**config.mk**
```make
export PLATFORM = sky130hd
export DESIGN_NAME = mc_core_seq
export DESIGN_NICKNAME = d
export VERILOG_FILES = /design/src/rtl/mc_core_seq.sv
export SDC_FILE = /design/constraint.sdc
export NUM_CORES = 1
export LEC_CHECK = 0
export ABC_AREA = 1
export CAP_MARGIN = 30
export CORE_ASPECT_RATIO = 1.25
export CORE_UTILIZATION = 40
export CTS_CLUSTER_SIZE = 20
export DETAILED_ROUTE_END_ITERATION = 8
export GPL_ROUTABILITY_DRIVEN = 0
export GPL_TIMING_DRIVEN = 0
export PLACE_DENSITY_LB_ADDON = 0.3
export RECOVER_POWER = 100
export REMOVE_ABC_BUFFERS = 1
export SYNTH_ARGS = -nofsm -noshare
export SYNTH_HDL_FRONTEND = slang
export SYNTH_SLANG_ARGS = --single-unit
```
**constraint.sdc**
```tcl
create_clock -name i_clk -period 2.8 [get_ports i_clk]
set_clock_uncertainty 0.1 [all_clocks]
set_input_delay 0.42 -clock i_clk [delete_from_list [all_inputs] [get_ports i_clk]]
set_output_delay 0.42 -clock i_clk [all_outputs]
set_load 0.03 [all_outputs]
```
**src/rtl/mc_core_seq.sv**
```systemverilog
// mc_core_seq: multi-cycle sequencer for the MIPS core.
//
// Each instruction is stepped through FETCH/DECODE/EXEC/MEM/WB. Per-state
// datapath strobes are decoded combinationally. Memory accesses use a
// req/ready handshake that is guarded by a timeout.
//
// Parameters:
//   MEM_TIMEOUT  cycles a request may stay unanswered before a fault (1..255)
//   CNT_W        width of the performance counters
//
// Ports:
//   i_clk, i_rst_n       clock; asynchronous active-low reset
//   i_opcode, i_funct    IR[31:26], IR[5:0]
//   i_zero               ALU equality flag (only used in EXEC)
//   i_mem_ready          memory completes the current request this cycle
//   o_mem_req, o_mem_we  memory request and write qualifier
//   o_ir_we, o_pc_we     IR load, PC update
//   o_pc_sel             0 PC+4, 1 branch, 2 jump, 3 register
//   o_reg_we, o_reg_dst  GPR write; destination 0 rt, 1 rd, 2 r31
//   o_data_to_reg        0 ALU, 1 memory, 2 PC
//   o_alu_src_b, o_ext_op, o_alu_op   ALU operand/extension/operation select
//   o_state, o_fault     FSM state; fault 0 none, 1 illegal, 2 mem timeout
//   o_retired, o_cycles  performance counters
//
// Optional feature macro: PERF_CNT_EN. When it is undefined, no counter
// flops exist and o_retired/o_cycles are tied to 0.

module mc_core_seq #(
    parameter int unsigned MEM_TIMEOUT = 16,
    parameter int unsigned CNT_W       = 32
) (
    input  logic             i_clk,
    input  logic             i_rst_n,
    input  logic [5:0]       i_opcode,
    input  logic [5:0]       i_funct,
    input  logic             i_zero,
    input  logic             i_mem_ready,
    output logic             o_mem_req,
    output logic             o_mem_we,
    output logic             o_ir_we,
    output logic             o_pc_we,
    output logic [1:0]       o_pc_sel,
    output logic             o_reg_we,
    output logic [1:0]       o_reg_dst,
    output logic [1:0]       o_data_to_reg,
    output logic             o_alu_src_b,
    output logic             o_ext_op,
    output logic [2:0]       o_alu_op,
    output logic [2:0]       o_state,
    output logic [1:0]       o_fault,
    output logic [CNT_W-1:0] o_retired,
    output logic [CNT_W-1:0] o_cycles
);

    typedef enum logic [2:0] {
        StFetch  = 3'd0,
        StDecode = 3'd1,
        StExec   = 3'd2,
        StMem    = 3'd3,
        StWb     = 3'd4,
        StTrap   = 3'd7
    } state_t;

    localparam logic [7:0] TMO_LAST = 8'(MEM_TIMEOUT - 1);

    state_t     r_state, w_state_d;
    logic [1:0] r_fault, w_fault_d;
    logic [7:0] r_tmo, w_tmo_d;
    logic       w_retire;

    logic w_mem_req, w_mem_we, w_ir_we, w_pc_we, w_reg_we, w_alu_src_b, w_ext_op;
    logic [1:0] w_pc_sel, w_reg_dst, w_data_to_reg;
    logic [2:0] w_alu_op;

    // Instruction decode
    logic w_is_r, w_addu, w_subu, w_jr, w_ori, w_lui, w_lw, w_sw, w_beq, w_j, w_jal, w_legal;
    assign w_is_r  = (i_opcode == 6'b000000);
    assign w_addu  = w_is_r && (i_funct == 6'b100001);
    assign w_subu  = w_is_r && (i_funct == 6'b100011);
    assign w_jr    = w_is_r && (i_funct == 6'b001000);
    assign w_ori   = (i_opcode == 6'b001101);
    assign w_lui   = (i_opcode == 6'b001111);
    assign w_lw    = (i_opcode == 6'b100011);
    assign w_sw    = (i_opcode == 6'b101011);
    assign w_beq   = (i_opcode == 6'b000100);
    assign w_j     = (i_opcode == 6'b000010);
    assign w_jal   = (i_opcode == 6'b000011);
    assign w_legal = w_addu | w_subu | w_jr | w_ori | w_lui | w_lw | w_sw | w_beq | w_j | w_jal;

    always_ff @(posedge i_clk or negedge i_rst_n) begin
        if (!i_rst_n) begin
            r_state <= StFetch;
            r_fault <= 2'd0;
            r_tmo   <= 8'd0;
        end else begin
            r_state <= w_state_d;
            r_fault <= w_fault_d;
            r_tmo   <= w_tmo_d;
        end
    end

    always_comb begin
        w_state_d     = r_state;
        w_fault_d     = r_fault;
        w_tmo_d       = 8'd0;      // zero outside FETCH/MEM, so entry always starts clean
        w_retire      = 1'b0;
        w_mem_req     = 1'b0;
        w_mem_we      = 1'b0;
        w_ir_we       = 1'b0;
        w_pc_we       = 1'b0;
        w_pc_sel      = 2'd0;
        w_reg_we      = 1'b0;
        w_reg_dst     = 2'd0;
        w_data_to_reg = 2'd0;
        w_alu_src_b   = 1'b0;
        w_ext_op      = 1'b0;
        w_alu_op      = 3'd0;
        unique case (r_state)
            StFetch: begin
                w_mem_req = 1'b1;
                if (i_mem_ready) begin
                    w_ir_we   = 1'b1;
                    w_pc_we   = 1'b1;
                    w_state_d = StDecode;
                end else if (r_tmo == TMO_LAST) begin
                    w_fault_d = 2'd2;
                    w_state_d = StTrap;
                end else begin
                    w_tmo_d = r_tmo + 8'd1;
                end
            end
            StDecode: begin
                if (w_j || w_jal) begin
                    w_pc_we   = 1'b1;
                    w_pc_sel  = 2'd2;
                    w_state_d = StFetch;
                    w_retire  = 1'b1;
                    if (w_jal) begin
                        w_reg_we      = 1'b1;
                        w_reg_dst     = 2'd2;
                        w_data_to_reg = 2'd2;
                    end
                end else if (!w_legal) begin
                    w_fault_d = 2'd1;
                    w_state_d = StTrap;
                end else begin
                    w_state_d = StExec;
                end
            end
            StExec: begin
                w_state_d = StWb;
                if (w_subu) begin
                    w_alu_op = 3'd1;
                end else if (w_ori) begin
                    w_alu_src_b = 1'b1;
                    w_alu_op    = 3'd2;
                end else if (w_lui) begin
                    w_alu_src_b = 1'b1;
                    w_alu_op    = 3'd3;
                end else if (w_lw || w_sw) begin
                    w_alu_src_b = 1'b1;
                    w_ext_op    = 1'b1;
                    w_state_d   = StMem;
                end else if (w_beq) begin
                    w_alu_op  = 3'd1;
                    w_pc_we   = i_zero;
                    w_pc_sel  = 2'd1;
                    w_state_d = StFetch;
                    w_retire  = 1'b1;
                end else if (w_jr) begin
                    w_pc_we   = 1'b1;
                    w_pc_sel  = 2'd3;
                    w_state_d = StFetch;
                    w_retire  = 1'b1;
                end else if (!w_addu) begin
                    // IR changed under us; restart rather than write back garbage
                    w_state_d = StFetch;
                end
            end
            StMem: begin
                w_mem_req = 1'b1;
                w_mem_we  = w_sw;
                if (i_mem_ready) begin
                    w_state_d = w_sw ? StFetch : StWb;
                    w_retire  = w_sw;
                end else if (r_tmo == TMO_LAST) begin
                    w_fault_d = 2'd2;
                    w_state_d = StTrap;
                end else begin
                    w_tmo_d = r_tmo + 8'd1;
                end
            end
            StWb: begin
                w_reg_we      = 1'b1;
                w_reg_dst     = w_is_r ? 2'd1 : 2'd0;
                w_data_to_reg = w_lw ? 2'd1 : 2'd0;
                w_state_d     = StFetch;
                w_retire      = 1'b1;
            end
            StTrap: begin
                w_state_d = StTrap;
            end
            default: begin
                w_state_d = StFetch;
            end
        endcase
    end

    // Strobes are gated by reset so nothing is driven while reset is held.
    assign o_mem_req     = i_rst_n & w_mem_req;
    assign o_mem_we      = i_rst_n & w_mem_we;
    assign o_ir_we       = i_rst_n & w_ir_we;
    assign o_pc_we       = i_rst_n & w_pc_we;
    assign o_pc_sel      = i_rst_n ? w_pc_sel : 2'd0;
    assign o_reg_we      = i_rst_n & w_reg_we;
    assign o_reg_dst     = i_rst_n ? w_reg_dst : 2'd0;
    assign o_data_to_reg = i_rst_n ? w_data_to_reg : 2'd0;
    assign o_alu_src_b   = i_rst_n & w_alu_src_b;
    assign o_ext_op      = i_rst_n & w_ext_op;
    assign o_alu_op      = i_rst_n ? w_alu_op : 3'd0;
    assign o_state       = r_state;
    assign o_fault       = r_fault;

`ifdef PERF_CNT_EN
    logic [CNT_W-1:0] r_retired, r_cycles;

    always_ff @(posedge i_clk or negedge i_rst_n) begin
        if (!i_rst_n) begin
            r_retired <= '0;
            r_cycles  <= '0;
        end else begin
            if (w_retire) begin
                r_retired <= r_retired + CNT_W'(1);
            end
            if (r_state != StTrap) begin
                r_cycles <= r_cycles + CNT_W'(1);
            end
        end
    end

    assign o_retired = r_retired;
    assign o_cycles  = r_cycles;
`else
    logic w_unused_retire;
    assign w_unused_retire = w_retire;
    assign o_retired       = '0;
    assign o_cycles        = '0;
`endif

endmodule

```
==> results.toml <==
[setup_path]
crit_path_max_incr_delay_ns = 0.50
critical-path-slowest-cell = "clkdlybuf4s50_1"
ff2ff_setup_slack_ns = 0.77
critPathArrivalTime_ns = 2.22
path_class = "primary input to output pin"
r2r_end = "r_tmo[5]"
reg2regPathDepth = 9
cp.required_ns = 2.28
rr_startpoint = "o_state[0]"
critPathCaptureType = "output pin"
critPathLaunchType = "primary input"
path_cells = "clkdlybuf4s50_1, nor2_2, nand3_1, or2_1, nor3_1, dlygate4sd2_1"
cp_max_fo = 5

[synthesis]
yosys_warnings = 0
synth_seq_cells = 13
ys_async_sr_fraction_pct = 100
synth_top_cell_by_area = "buf_4"
syn_inst = 223
synth_compound_area_share_pct = 4.97
synth_edf_count = 0
synth_fa_ha_area_share_pct = 0.801
synthTopCellsByArea = "buf_4, dfrtp_1, nand2_1"
ys_seq_area_share_pct = 20.8
syn_avg_cell_area_sq_um = 7.00
synth_top_family_by_area = "buffers and inverters"
synthXorXnorAreaFrac_pct = 1.68
yosysMostFrequentCell = "buf_4"
synthesis.area_sq_um = 1560
synthDistinctLibCells = 28
yosys.area_share.simple_pct = 33.8
synthMuxAreaShare_pct = 0
synthFlopType = "dfrtp_1"
synth.top_cells.by_count = "buf_4, nand2_1, nor2_1, inv_1"
synth_top_area_share_pct = 31.7

[clock_network]
clk_pin_slew_ns = 0.05
cts_max_path_buffers = 2
post_cts_buffers = 0
clkLatencyLatePin_ns = 0.24
cts_sinks = 13
cts_hold_buf = 0
clock-root-buffer = "clkbuf_8"
cts_tree = "done"
cts-buffers-inserted = 3
cts_max_level = 1

[floorplanning]
dieArea_sq_um = 4160
pin_count = 101
initial_core_util_pct = 41.6
coreArea_sq_um = 3750
rows = 25
die_h_microns = 71.9
dieWidth_microns = 57.9

[finish]
area_growth_pct = 8.17
final_net_count = 278
drive_gt1_share_pct = 9.23
antenna_cells_inserted = 0

[sta]
hold_viol = 0
rsz0062_at_grt = "no"
tightestPinTransition_ns = 0.535
finalCritPeriodShare_pct = 97.7
worst_slew_margin_rel_pct = 64.1
tns_ns = 0
setup_violations = 0
layout_min_cycle_time_ns = 2.74
slew_violations = 0
fmaxAchievable_ghz = 0.366

[pwr]
p_total_uw = 1010
power.density_nw_per_um2 = 596
peakVddDrop_mv = 0.324
power.leakage_uw = 0.000901

[flow_run]
maxCapViolCount = 0

[outcome]
status = "complete, but fails checks"
failed_checks = "design-rule violations"

[detailed_routing]
first_iter_violations = 41
route.detailed.drc = 9
antenna_left = 0
wirelength_mm = 2.86
vias_per_cell = 4.34
first_pass_iters = 9
vias = 1303
wl_per_cell_microns = 9.54

[global_route]
grt_max_degree = 19
met2_usage_pct = 26.8
grt_usage_pct = 14.0
grt_use_met1_pct = 14.2
grt_pass1_vias = 1094
antenna_found_initial = 0
met3_usage_pct = 1.99
busiest_layer = "met2"
grt_overflow = 0
grt_pass1_wl_mm = 4.51

[worst_hold_path]
hold_path_class = "primary input to asynchronous set/reset pin"

[place]
portBuffers = 35
dpl.hpwl_mm = 2.41
## critical path: cells and delay by family
| family | cells | cell delay (ns) |
|---|---|---|
| buffers and inverters | 2 | 0.93 |
| and+or+nand+nor | 4 | 0.86 |
## placed cells by master, fill, tap and decap left out, types with 2 or more instances in the layout
master	count
dlygate4sd3_1	7
conb_1	65
nor3_2	2
nor3_1	5
nand2_1	29
xor2_1	2
a21oi_1	7
nand3_1	13
nand4_1	8
o21ai_0	4
clkdlybuf4s50_1	15
clkbuf_8	3
clkbuf_1	3
nor2_4	2
dlygate4sd2_1	9
nand2_2	3
nor2_1	28
inv_1	21
nor2_2	7
inv_2	2
dfrtp_1	13
## per-layer routing
layer | vias up | share of wire (%)
met5 | - | 0
met2 | 56 | 52
met3 | 5 | 8.0
li1 | 649 | -
met4 | 0 | 2.1
met1 | 593 | 38
## where the power goes
group / total, uW / switching (uW) / internal, uW
logic: 568 / 412 / 156
registers: 273 / 43.9 / 229
clock network: 166 / 65.4 / 100
total: 1010 / 521 / 485
## kinds of logic (layout without fill, tap and decap cells)
group,Yosys count,after routing
xor gates and xnor gates,3,3
and+or+nand+nor,101,101
DFF,13,13
adders and majority gates,1,1
AOI/OAI and AO/OA,14,14
other,1,65
buffers and inverters,90,63
## final cells by class
class | instances | area (sq um)
Timing Repair Buffer | 35 | 323
Inverter | 24 | 91.3
Tap cell | 40 | 50.0
Multi-Input combinational cell | 184 | 855
Sequential cell | 13 | 325
Clock buffer | 4 | 45.0
Fill cell | 423 | 2060
## state kept, by name, summed over array words and instances, names as in the netlist
signal,count
o_fault,2
o_state,3
r_tmo,8
## worst max path at each step
stage,from,end,slack [ns],depth (start not counted)
3_3_place_gp,i_rst_n,o_alu_op[0],-0.47,4
4_1_cts,i_opcode[0],o_mem_we,0.009,6
6_report,i_opcode[2],o_reg_dst[1],0.06,6
5_1_grt,i_opcode[0],o_reg_dst[0],0.005,5
2_1_floorplan,o_state[2],o_data_to_reg[1],-0.06,4
3_5_place_dp,i_rst_n,o_alu_op[0],-0.49,4
## timing repair
action | CTS | global route
cloned | 0 | 0
setup endpoints to repair | 15 | 3
resized for setup | 13 | 4
## per-stage QoR
stage	utilization, %	std cells	worst slack (ns)	instance area, sq um	hold slack [ns]
after floorplan	-	221	-0.0551	1310	0.0244
after CTS	46.4	300	0.00890	1740	0.0989
after global routing	45.0	300	0.00536	1690	0.123
final	45.0	300	0.0641	1690	0.0948
after global placement	45.5	296	-0.472	1710	0.362
after detailed placement	45.5	296	-0.491	1710	0.370
(Power assumes the default switching activity.)
